--- config.mk ---
export PLATFORM = sky130hd
export DESIGN_NAME = muldiv_unit_flat
export DESIGN_NICKNAME = d
export VERILOG_FILES = /design/src/rtl/muldiv_unit_if.sv /design/src/rtl/muldiv_unit.sv /design/src/flat_wrapper.sv
export SDC_FILE = /design/constraint.sdc
export NUM_CORES = 1
export LEC_CHECK = 0
export CAP_MARGIN = 40
export CORE_ASPECT_RATIO = 1.2
export CORE_MARGIN = 10
export CORE_UTILIZATION = 45
export DETAILED_ROUTE_END_ITERATION = 10
export GPL_ROUTABILITY_DRIVEN = 0
export SLEW_MARGIN = 15
export SYNTH_ARGS = -nofsm -noshare
export SYNTH_HDL_FRONTEND = slang
export SYNTH_SLANG_ARGS = --single-unit
--- constraint.sdc ---
create_clock -name CLK -period 8.7 [get_ports CLK]
set_clock_uncertainty 0.05 [all_clocks]
set_input_delay 1.74 -clock CLK [delete_from_list [all_inputs] [get_ports CLK]]
set_output_delay 1.74 -clock CLK [all_outputs]
set_load 0.1 [all_outputs]
--- src/rtl/muldiv_unit_if.sv ---
`default_nettype none
// +----------------------------------------------------------------------------+
// | muldiv_unit_if : request/response bundle for the iterative mul/div unit     |
// | Rev 1.0                                                                     |
// +----------------------------------------------------------------------------+
interface muldiv_unit_if #(
  parameter int XLEN = 32
);
  logic            start;
  logic            flush;
  logic [2:0]      funct3;
  logic [XLEN-1:0] SrcA;
  logic [XLEN-1:0] SrcB;
  logic            busy;
  logic            done;
  logic [XLEN-1:0] Result;

  modport master (
    output start, flush, funct3, SrcA, SrcB,
    input  busy, done, Result
  );

  modport slave (
    input  start, flush, funct3, SrcA, SrcB,
    output busy, done, Result
  );
endinterface
`default_nettype wire

--- src/rtl/muldiv_unit.sv ---
`default_nettype none
// +----------------------------------------------------------------------------+
// | muldiv_unit : iterative RV32M-style multiply (shift-add) / divide (restoring)|
// | Rev 1.0                                                                     |
// +----------------------------------------------------------------------------+
module muldiv_unit #(
  parameter int XLEN  = 32,
  parameter int CNT_W = $clog2(XLEN) + 1
) (
  input  wire logic    CLK,
  input  wire logic    RESET,
  muldiv_unit_if.slave bus
);
  localparam logic [1:0]       c_IDLE     = 2'd0;
  localparam logic [1:0]       c_RUN      = 2'd1;
  localparam logic [1:0]       c_DONE     = 2'd2;
  localparam logic [XLEN-1:0]  c_MIN      = {1'b1, {(XLEN-1){1'b0}}};
  localparam logic [CNT_W-1:0] c_CNT_INIT = CNT_W'(XLEN);
  localparam logic [CNT_W-1:0] c_CNT_ONE  = CNT_W'(1);

  logic [1:0]        r_state, w_state_nxt;
  logic [CNT_W-1:0]  r_cnt;
  logic [2:0]        r_op;
  logic              r_neg_q, r_neg_r;
  logic [XLEN-1:0]   r_b;
  logic [2*XLEN-1:0] r_acc;
  logic [XLEN-1:0]   r_result;

  // Operand decode at latch time
  logic            w_accept, w_sgn_a_en, w_sgn_b_en, w_sa, w_sb;
  logic [XLEN-1:0] w_mag_a, w_mag_b, w_special_res;
  logic            w_div0, w_ovf, w_special;

  assign w_accept   = bus.start & ~bus.flush;
  assign w_sgn_a_en = (bus.funct3 == 3'b001) | (bus.funct3 == 3'b010) |
                      (bus.funct3 == 3'b100) | (bus.funct3 == 3'b110);
  assign w_sgn_b_en = (bus.funct3 == 3'b001) | (bus.funct3 == 3'b100) |
                      (bus.funct3 == 3'b110);
  assign w_sa       = w_sgn_a_en & bus.SrcA[XLEN-1];
  assign w_sb       = w_sgn_b_en & bus.SrcB[XLEN-1];
  assign w_mag_a    = w_sa ? (~bus.SrcA + 1'b1) : bus.SrcA;
  assign w_mag_b    = w_sb ? (~bus.SrcB + 1'b1) : bus.SrcB;
  assign w_div0     = bus.funct3[2] & (bus.SrcB == '0);
  assign w_ovf      = bus.funct3[2] & ~bus.funct3[0] &
                      (bus.SrcA == c_MIN) & (bus.SrcB == '1);
  assign w_special  = w_div0 | w_ovf;

  always_comb begin
    w_special_res = '0;
    if (w_div0)
      w_special_res = bus.funct3[1] ? bus.SrcA : '1;
    else
      w_special_res = bus.funct3[1] ? '0 : c_MIN;
  end

  // Single-iteration datapath: mul keeps {partial, multiplier}, div keeps {rem, quotient}
  logic [XLEN:0]     w_mul_sum, w_div_hi, w_div_diff;
  logic [2*XLEN-1:0] w_mul_nxt, w_div_nxt, w_acc_nxt, w_prod;
  logic [XLEN-1:0]   w_quo, w_rem, w_final;

  assign w_mul_sum  = {1'b0, r_acc[2*XLEN-1:XLEN]} + {1'b0, (r_acc[0] ? r_b : '0)};
  assign w_mul_nxt  = {w_mul_sum, r_acc[XLEN-1:1]};
  assign w_div_hi   = {r_acc[2*XLEN-1:XLEN], r_acc[XLEN-1]};
  assign w_div_diff = w_div_hi - {1'b0, r_b};
  assign w_div_nxt  = w_div_diff[XLEN] ? {w_div_hi[XLEN-1:0],   r_acc[XLEN-2:0], 1'b0}
                                       : {w_div_diff[XLEN-1:0], r_acc[XLEN-2:0], 1'b1};
  assign w_acc_nxt  = r_op[2] ? w_div_nxt : w_mul_nxt;

  assign w_prod = r_neg_q ? (~w_acc_nxt + 1'b1) : w_acc_nxt;
  assign w_quo  = r_neg_q ? (~w_acc_nxt[XLEN-1:0] + 1'b1) : w_acc_nxt[XLEN-1:0];
  assign w_rem  = r_neg_r ? (~w_acc_nxt[2*XLEN-1:XLEN] + 1'b1) : w_acc_nxt[2*XLEN-1:XLEN];

  always_comb begin
    w_final = '0;
    if (r_op[2])
      w_final = r_op[1] ? w_rem : w_quo;
    else if (r_op[1:0] == 2'b00)
      w_final = w_prod[XLEN-1:0];
    else
      w_final = w_prod[2*XLEN-1:XLEN];
  end

  always_ff @(posedge CLK) begin
    if (RESET)
      r_state <= c_IDLE;
    else
      r_state <= w_state_nxt;
  end

  always_comb begin
    w_state_nxt = r_state;
    case (r_state)
      c_IDLE:  if (w_accept) w_state_nxt = w_special ? c_DONE : c_RUN;
      c_RUN:   if (bus.flush) w_state_nxt = c_IDLE;
               else if (r_cnt == c_CNT_ONE) w_state_nxt = c_DONE;
      c_DONE:  w_state_nxt = c_IDLE;
      default: w_state_nxt = c_IDLE;
    endcase
  end

  always_comb begin
    bus.busy   = (r_state == c_RUN);
    bus.done   = (r_state == c_DONE);
    bus.Result = r_result;
  end

  always_ff @(posedge CLK) begin
    if (RESET) begin
      r_cnt    <= '0;
      r_op     <= '0;
      r_neg_q  <= 1'b0;
      r_neg_r  <= 1'b0;
      r_b      <= '0;
      r_acc    <= '0;
      r_result <= '0;
    end else begin
      case (r_state)
        c_IDLE: begin
          if (w_accept) begin
            r_op    <= bus.funct3;
            r_neg_q <= w_sa ^ w_sb;
            r_neg_r <= w_sa;
            r_b     <= bus.funct3[2] ? w_mag_b : w_mag_a;
            r_acc   <= {{XLEN{1'b0}}, (bus.funct3[2] ? w_mag_a : w_mag_b)};
            if (w_special)
              r_result <= w_special_res;
            else
              r_cnt <= c_CNT_INIT;
          end
        end
        c_RUN: begin
          if (bus.flush) begin
            r_cnt <= '0;
          end else begin
            r_cnt <= r_cnt - c_CNT_ONE;
            r_acc <= w_acc_nxt;
            if (r_cnt == c_CNT_ONE)
              r_result <= w_final;
          end
        end
        default: ;
      endcase
    end
  end
endmodule
`default_nettype wire

--- src/flat_wrapper.sv ---
// flat-port wrapper written by rule: the top's interface ports become plain ports
module muldiv_unit_flat 
#(
  parameter int XLEN  = 32,
  parameter int CNT_W = $clog2(XLEN) + 1
)
  (CLK, RESET, bus_start, bus_flush, bus_funct3, bus_SrcA, bus_SrcB, bus_busy, bus_done, bus_Result);
  muldiv_unit_if #(.XLEN(XLEN)) bus_i ();
  input  wire logic CLK;
  input  wire logic RESET;
  input wire logic [$bits(bus_i.start)-1:0] bus_start;
  input wire logic [$bits(bus_i.flush)-1:0] bus_flush;
  input wire logic [$bits(bus_i.funct3)-1:0] bus_funct3;
  input wire logic [$bits(bus_i.SrcA)-1:0] bus_SrcA;
  input wire logic [$bits(bus_i.SrcB)-1:0] bus_SrcB;
  output wire logic [$bits(bus_i.busy)-1:0] bus_busy;
  output wire logic [$bits(bus_i.done)-1:0] bus_done;
  output wire logic [$bits(bus_i.Result)-1:0] bus_Result;
  assign bus_i.start = bus_start;
  assign bus_i.flush = bus_flush;
  assign bus_i.funct3 = bus_funct3;
  assign bus_i.SrcA = bus_SrcA;
  assign bus_i.SrcB = bus_SrcB;
  assign bus_busy = bus_i.busy;
  assign bus_done = bus_i.done;
  assign bus_Result = bus_i.Result;
  muldiv_unit #(.XLEN(XLEN), .CNT_W(CNT_W)) u_core (.CLK(CLK), .RESET(RESET), .bus(bus_i));
endmodule
[After elaboration in Yosys (flattened, before gate mapping)]
Cells that the tools add are included.
Cells by class
  $add $sub $neg: 8
  multiply operators: 0
  div/mod/pow operators: 0
  order comparisons: 0
  equality and inequality tests: 15
  shift operators: 0
  muxes and demuxes: 33
  bitwise gates (word level): 21
  reductions and logical operators: 9
Operator list (number)
  $mux 32: 17
  $mux 64: 5
  $add 32x1->32 const B: 4
  $not 32->32: 4
  $pmux 64 s2: 1
  $add 64x1->64 const B: 1
  $eq 32x32->1 const B: 2
  $not 64->64: 1
  $pmux 32 s2: 1
  $add 32x32->33: 1
  $sub 33x32->33: 1
  $logic_not 32->1: 1
  $mux 6: 3
  $pmux 6 s2: 1
  $mux 2: 4
  $and 1x1->1: 7
  $eq 3x3->1 const B: 2
  $eq 6x1->1 const B: 1
  $ne 2x1->1 const B: 3
  $or 1x1->1: 6
  $reduce_and 3->1: 2
  $sub 6x1->6 const B: 1
  $reduce_and 5->1: 1
  $logic_not 2->1: 2
  11 further kinds: 14
Storage, ports and cells
  register bits: 141
  bits in latches: 0
  RAM bits: 0
  bits in read-only memories: 0
  input bits: 71
  memories: 0

[Depth between registers and ports, before layout]
  depth in word-level cells: 11
  mapped depth: 25
  depth with buffers taken out: 23

[Worst setup path before layout]
OpenSTA, ideal clock, no wires.
  path kind: register to register
  start: reg u_core.r_op[2]
  end: reg u_core.r_result[30], in the netlist u_core.bus.Result[30]
  data arrival time: 5.827 ns
  data required time: 8.559 ns
  path slack: 2.732 ns
  stages on the path, launching flop included: 23
  path buffers: 8
  cell sequence: dfxtp_1 -> clkbuf_1 -> buf_2 -> buf_1 -> buf_2 -> buf_2 -> buf_1 -> buf_1 -> clkbuf_1 -> mux2i_1 -> ha_1 -> o211ai_1 -> or2_2 -> or2_2 -> or2_2 -> or2_2 -> nor2_1 -> nand2_1 -> or4_1 -> o31ai_1 -> xnor2_1 -> nand2_1 -> a311oi_1
Between the ends
  word-level cells in the longest chain between the ends: 9
  elaborated cells on any way between the ends: 16
  those cells by class: add/sub: 3; mux: 10; bitwise: 3
Ends and longest elaborated chain
  start, declared: line muldiv_unit.sv:23  | logic [2:0] r_op;
  start signal, assigned: line muldiv_unit.sv:120  | r_op <= bus.funct3;
  $mux 64: line muldiv_unit.sv:67  | assign w_acc_nxt = r_op[2] ? w_div_nxt : w_mul_nxt;
  $not 64->64 (tied with other cells): line muldiv_unit.sv:69  | assign w_prod = r_neg_q ? (~w_acc_nxt + 1'b1) : w_acc_nxt;
  $add 64x1->64 (tied with other cells): line muldiv_unit.sv:69
  $mux 64 (tied with other cells): line muldiv_unit.sv:69
  $mux 32 (on tied branches): line muldiv_unit.sv:77, muldiv_unit.sv:76
  $mux 32 (*): line muldiv_unit.sv:75  | if (r_op[2])
  $mux 32 (*): line muldiv_unit.sv:137  | if (r_cnt == c_CNT_ONE)
  $mux 32 (*): line muldiv_unit.sv:132  | if (bus.flush) begin
  $pmux 32 s2 (*): line muldiv_unit.sv:117  | case (r_state)
  end signal, assigned: line muldiv_unit.sv:126  | r_result <= w_special_res;
  end signal, assigned: line muldiv_unit.sv:138  | r_result <= w_final;
  end, declared: line muldiv_unit.sv:27  | logic [XLEN-1:0] r_result;
Mark *: on every way between the ends. The rest lies on a longest branch, timed or not. The select of a mux whose other input is x is not followed.
A chain may end at the register's enable or synchronous reset.

[Worst setup path in the final report]
  start: reg u_core.r_acc[54]
  end: reg u_core.r_result[6], in the netlist u_core.bus.Result[6]
Between the ends
  word-level cells in the longest chain between the ends: 11
  elaborated cells on any way between the ends: 18
  those cells by class: add/sub: 4; mux: 11; bitwise: 3
Ends and longest elaborated chain
  start, declared: line muldiv_unit.sv:26  | logic [2*XLEN-1:0] r_acc;
  start signal, assigned: line muldiv_unit.sv:124  | r_acc <= {{XLEN{1'b0}}, (bus.funct3[2] ? w_mag_a : w_mag_b)};
  start signal, assigned: line muldiv_unit.sv:136  | r_acc <= w_acc_nxt;
  $sub 33x32->33 (*): line muldiv_unit.sv:64  | assign w_div_diff = w_div_hi - {1'b0, r_b};
  $mux 64 (*): line muldiv_unit.sv:65  | assign w_div_nxt = w_div_diff[XLEN] ? {w_div_hi[XLEN-1:0], r_acc[XLEN-2:0], 1'b0}
  $mux 64 (*): line muldiv_unit.sv:67
  $not 64->64 (tied with other cells): line muldiv_unit.sv:69
  $add 64x1->64 (tied with other cells): line muldiv_unit.sv:69
  $mux 64 (tied with other cells): line muldiv_unit.sv:69
  $mux 32 (on tied branches): line muldiv_unit.sv:77, muldiv_unit.sv:76
  $mux 32 (*): line muldiv_unit.sv:75
  $mux 32 (*): line muldiv_unit.sv:137
  $mux 32 (*): line muldiv_unit.sv:132
  $pmux 32 s2 (*): line muldiv_unit.sv:117
Marks and branches as above.

==> metrics.cfg <==
[route]
wirelength_um = 69550
drt-pass1-iter-count = 6
drt-met1-wl_um = 26460
wl_met2_um = 31620
drt_iter0_markers = 2273
via_per_inst = 6.480
wl_met3_um = 5742
maxUsedRoutingLayer = met5
ant_nets = 0
route.detailed.drc = 0
dr_total_vias = 18330
wire_per_inst_um = 24.59

[synthesis]
synth.cell_area_mm2 = 0.01602
synth_area_leaders = dfxtp_1, nor2_1, xnor2_1
synth_top_area_cell = dfxtp_1
async_reset_ff_share_pct = 0
synth_edf_count = 0
synth_top_area_share_pct = 17.62
yosysWarnings = 0
ys.flop_type = dfxtp_1
syn_avg_cell_area_um2 = 6.961
ys_seq_elements = 141
synth.net_count = 2445
yosysSeqAreaShare_pct = 17.62
synth.distinct_cells = 97
synthCells = 2301

[worst_setup_path]
critPathArrivalTime_ps = 6980
worstSetupEndpointType = flip-flop
max_stage_delay_ps = 750
path_cells = ha_1 -> a21oi_1 -> o21bai_1 -> a221oi_2 -> a21oi_2 -> nor4_2 -> nor3_1 -> nor2_1 -> ha_1 -> o211ai_1 -> or2_2 -> or2_2 -> or2_2 -> or2_2 -> nor2_1 -> nand2_1 -> o21ai_0 -> xor2_1 -> o21ai_0 -> a21oi_1 -> a211oi_1
worstPathMaxFanout = 10
crit_top_cell = or2_2
crit_type = reg2reg
critPathRequiredTime_ps = 9030
critPathSlowestCell = o21ai_0
worstSetupStartpointType = flip-flop

[global_route]
grt_start_max_net_pins = 71
grt_first_pass_wirelength_um = 104500
grt_overflow_total = 0
grt_pass1_vias = 17240
gr-usage-all-layers_pct = 31.17
antenna_found_initial = 2

[place]
dp_cells = 2790
pre_cts_slack_ps = 2033
placed_area_mm2 = 0.01799
dpl.hpwl_um = 54170
portBuffers = 104

[layout]
final_area_mm2 = 0.01861
area_growth_pct = 16.16
final_common_cell = nor2_1
diodes = 0
mostFrequentLayoutCells = nor2_1, nand2_1, a21oi_1
drive_gt1_share_pct = 7.185
nets = 2497
finalNonFillerCells = 2828

[hold_path]
hold_path.class = reg2reg

[timing]
fin_crit_sh_pct = 76.41
relSlewSlack_pct = 36.63
fin_ws_ps = 2053
fin_setup_tns_ps = 0
hold_viol_final = 0
fmax_mhz = 150.4
tightest_slew_ps = 944.9
rsz0062_at_grt = no
period_needed_ps = 6647
setup_viol = 0
slew_viol_final = 0

[floorplanning]
die_x_um = 192.2
start_util_pct = 45.64
die_area_mm2 = 0.04357
die_h_um = 226.7
placeableCoreArea_mm2 = 0.03510
rows = 75
boundaryPins = 105

[power]
p_total_w = 0.002893
p_per_area_mw_per_mm2 = 155.5
ir_worst_vdd_v = 0.0001567
leakagePower_nw = 6.961

[clock_network]
cts.sinks = 141
htree_levels = 4
clk_pin_slew_ps = 70
ctsLongestPathBuffers = 2
post_cts_buffers = 0
cts_resized = 0
cts_buffers = 17
clockRootBuffer = clkbuf_16
ctsHoldBuffers = 0
worstSkewPairLatency_ps = 460
cts_tree = yes

[job]
cap_viol_max_count = 0

[outcome]
status = finished, final reports clean

==> final timing paths <==
kind / from / endpoint / slack, ps / depth (start not counted)
max: u_core.r_acc[54] / u_core.bus.Result[6] / 2050 / 21
min: u_core.r_b[26] / u_core.r_b[26] / 420 / 2
max reg2reg: u_core.r_acc[54] / u_core.bus.Result[6] / 2050 / 21
min reg2reg: u_core.r_b[26] / u_core.r_b[26] / 420 / 2
==> layer usage <==
layer  up-vias  track usage (%)
li1       8544                -
met1      8578            36.57
met2       966            49.70
met3       236            5.718
met4         2            23.23
met5         -                0
==> registers in the layout, summed over array words and instances, names as in the netlist <==
name               cells
u_core.r_acc          64
u_core.r_neg_r         1
u_core.r_neg_q         1
u_core.r_op            3
u_core.r_cnt           6
u_core.bus.Result     32
u_core.r_b            32
u_core.r_state         2
==> cell type report <==
| class | instances | area (um^2) |
|---|---|---|
| Clock buffer | 23 | 478.0 |
| Clock inverter | 9 | 110.1 |
| Fill cell | 3546 | 16490 |
| Inverter | 77 | 289.0 |
| Multi-Input combinational cell | 1933 | 12350 |
| Sequential cell | 141 | 2828 |
| Tap cell | 462 | 578.1 |
| Timing Repair Buffer | 183 | 1972 |
==> cell usage after synthesis (all sizes together), types with 16 or more instances <==
library cell,n
nor2,312
nand2,218
a21oi,178
o21ai,155
dfxtp,141
clkbuf,115
xnor2,104
inv,76
nor3,73
xor2,72
ha,71
a211oi,64
mux2i,53
a31oi,46
nand3,44
and2,43
buf,35
a22oi,32
o211ai,30
nand4,29
a21o,27
o31ai,26
nor4,25
nand2b,24
a311oi,23
or3,23
nor2b,18
or4,16
==> power by group <==
group	internal, W	total (W)	switching, W
sequential	0.000696	0.000751	0.0000548
clock	0.000445	0.000766	0.000321
combinational	0.000461	0.00138	0.000915
==> worst max-delay path: cells and delay by family (launching register included) <==
family / cells / cell delay, ps
simple gates: 9 / 2950
compound gates: 9 / 2420
fa+ha+maj: 2 / 660
flops: 1 / 350
xor+xnor: 1 / 110
==> through the flow <==
| step | hold slack (ps) | util, % |
|---|---|---|
| 2_1_floorplan | 390.3 | - |
| 3_3_place_gp | 402.1 | 49.33 |
| 3_5_place_dp | 407.3 | 51.25 |
| 4_1_cts | 415.9 | 52.92 |
| 5_1_grt | 439.1 | 53.02 |
| 6_report | 419.4 | 53.02 |
==> cell families after synthesis <==
logic type                 synth area share (%)
buffers and inverters                     5.522
muxes                                     4.015
xor gates and xnor gates                  9.623
DFF                                       17.62
adders and majority gates                 5.796
AOI/OAI and AO/OA                         31.12
and+or+nand+nor                           26.30
No activity file was read; power rests on OpenSTA's default activity.
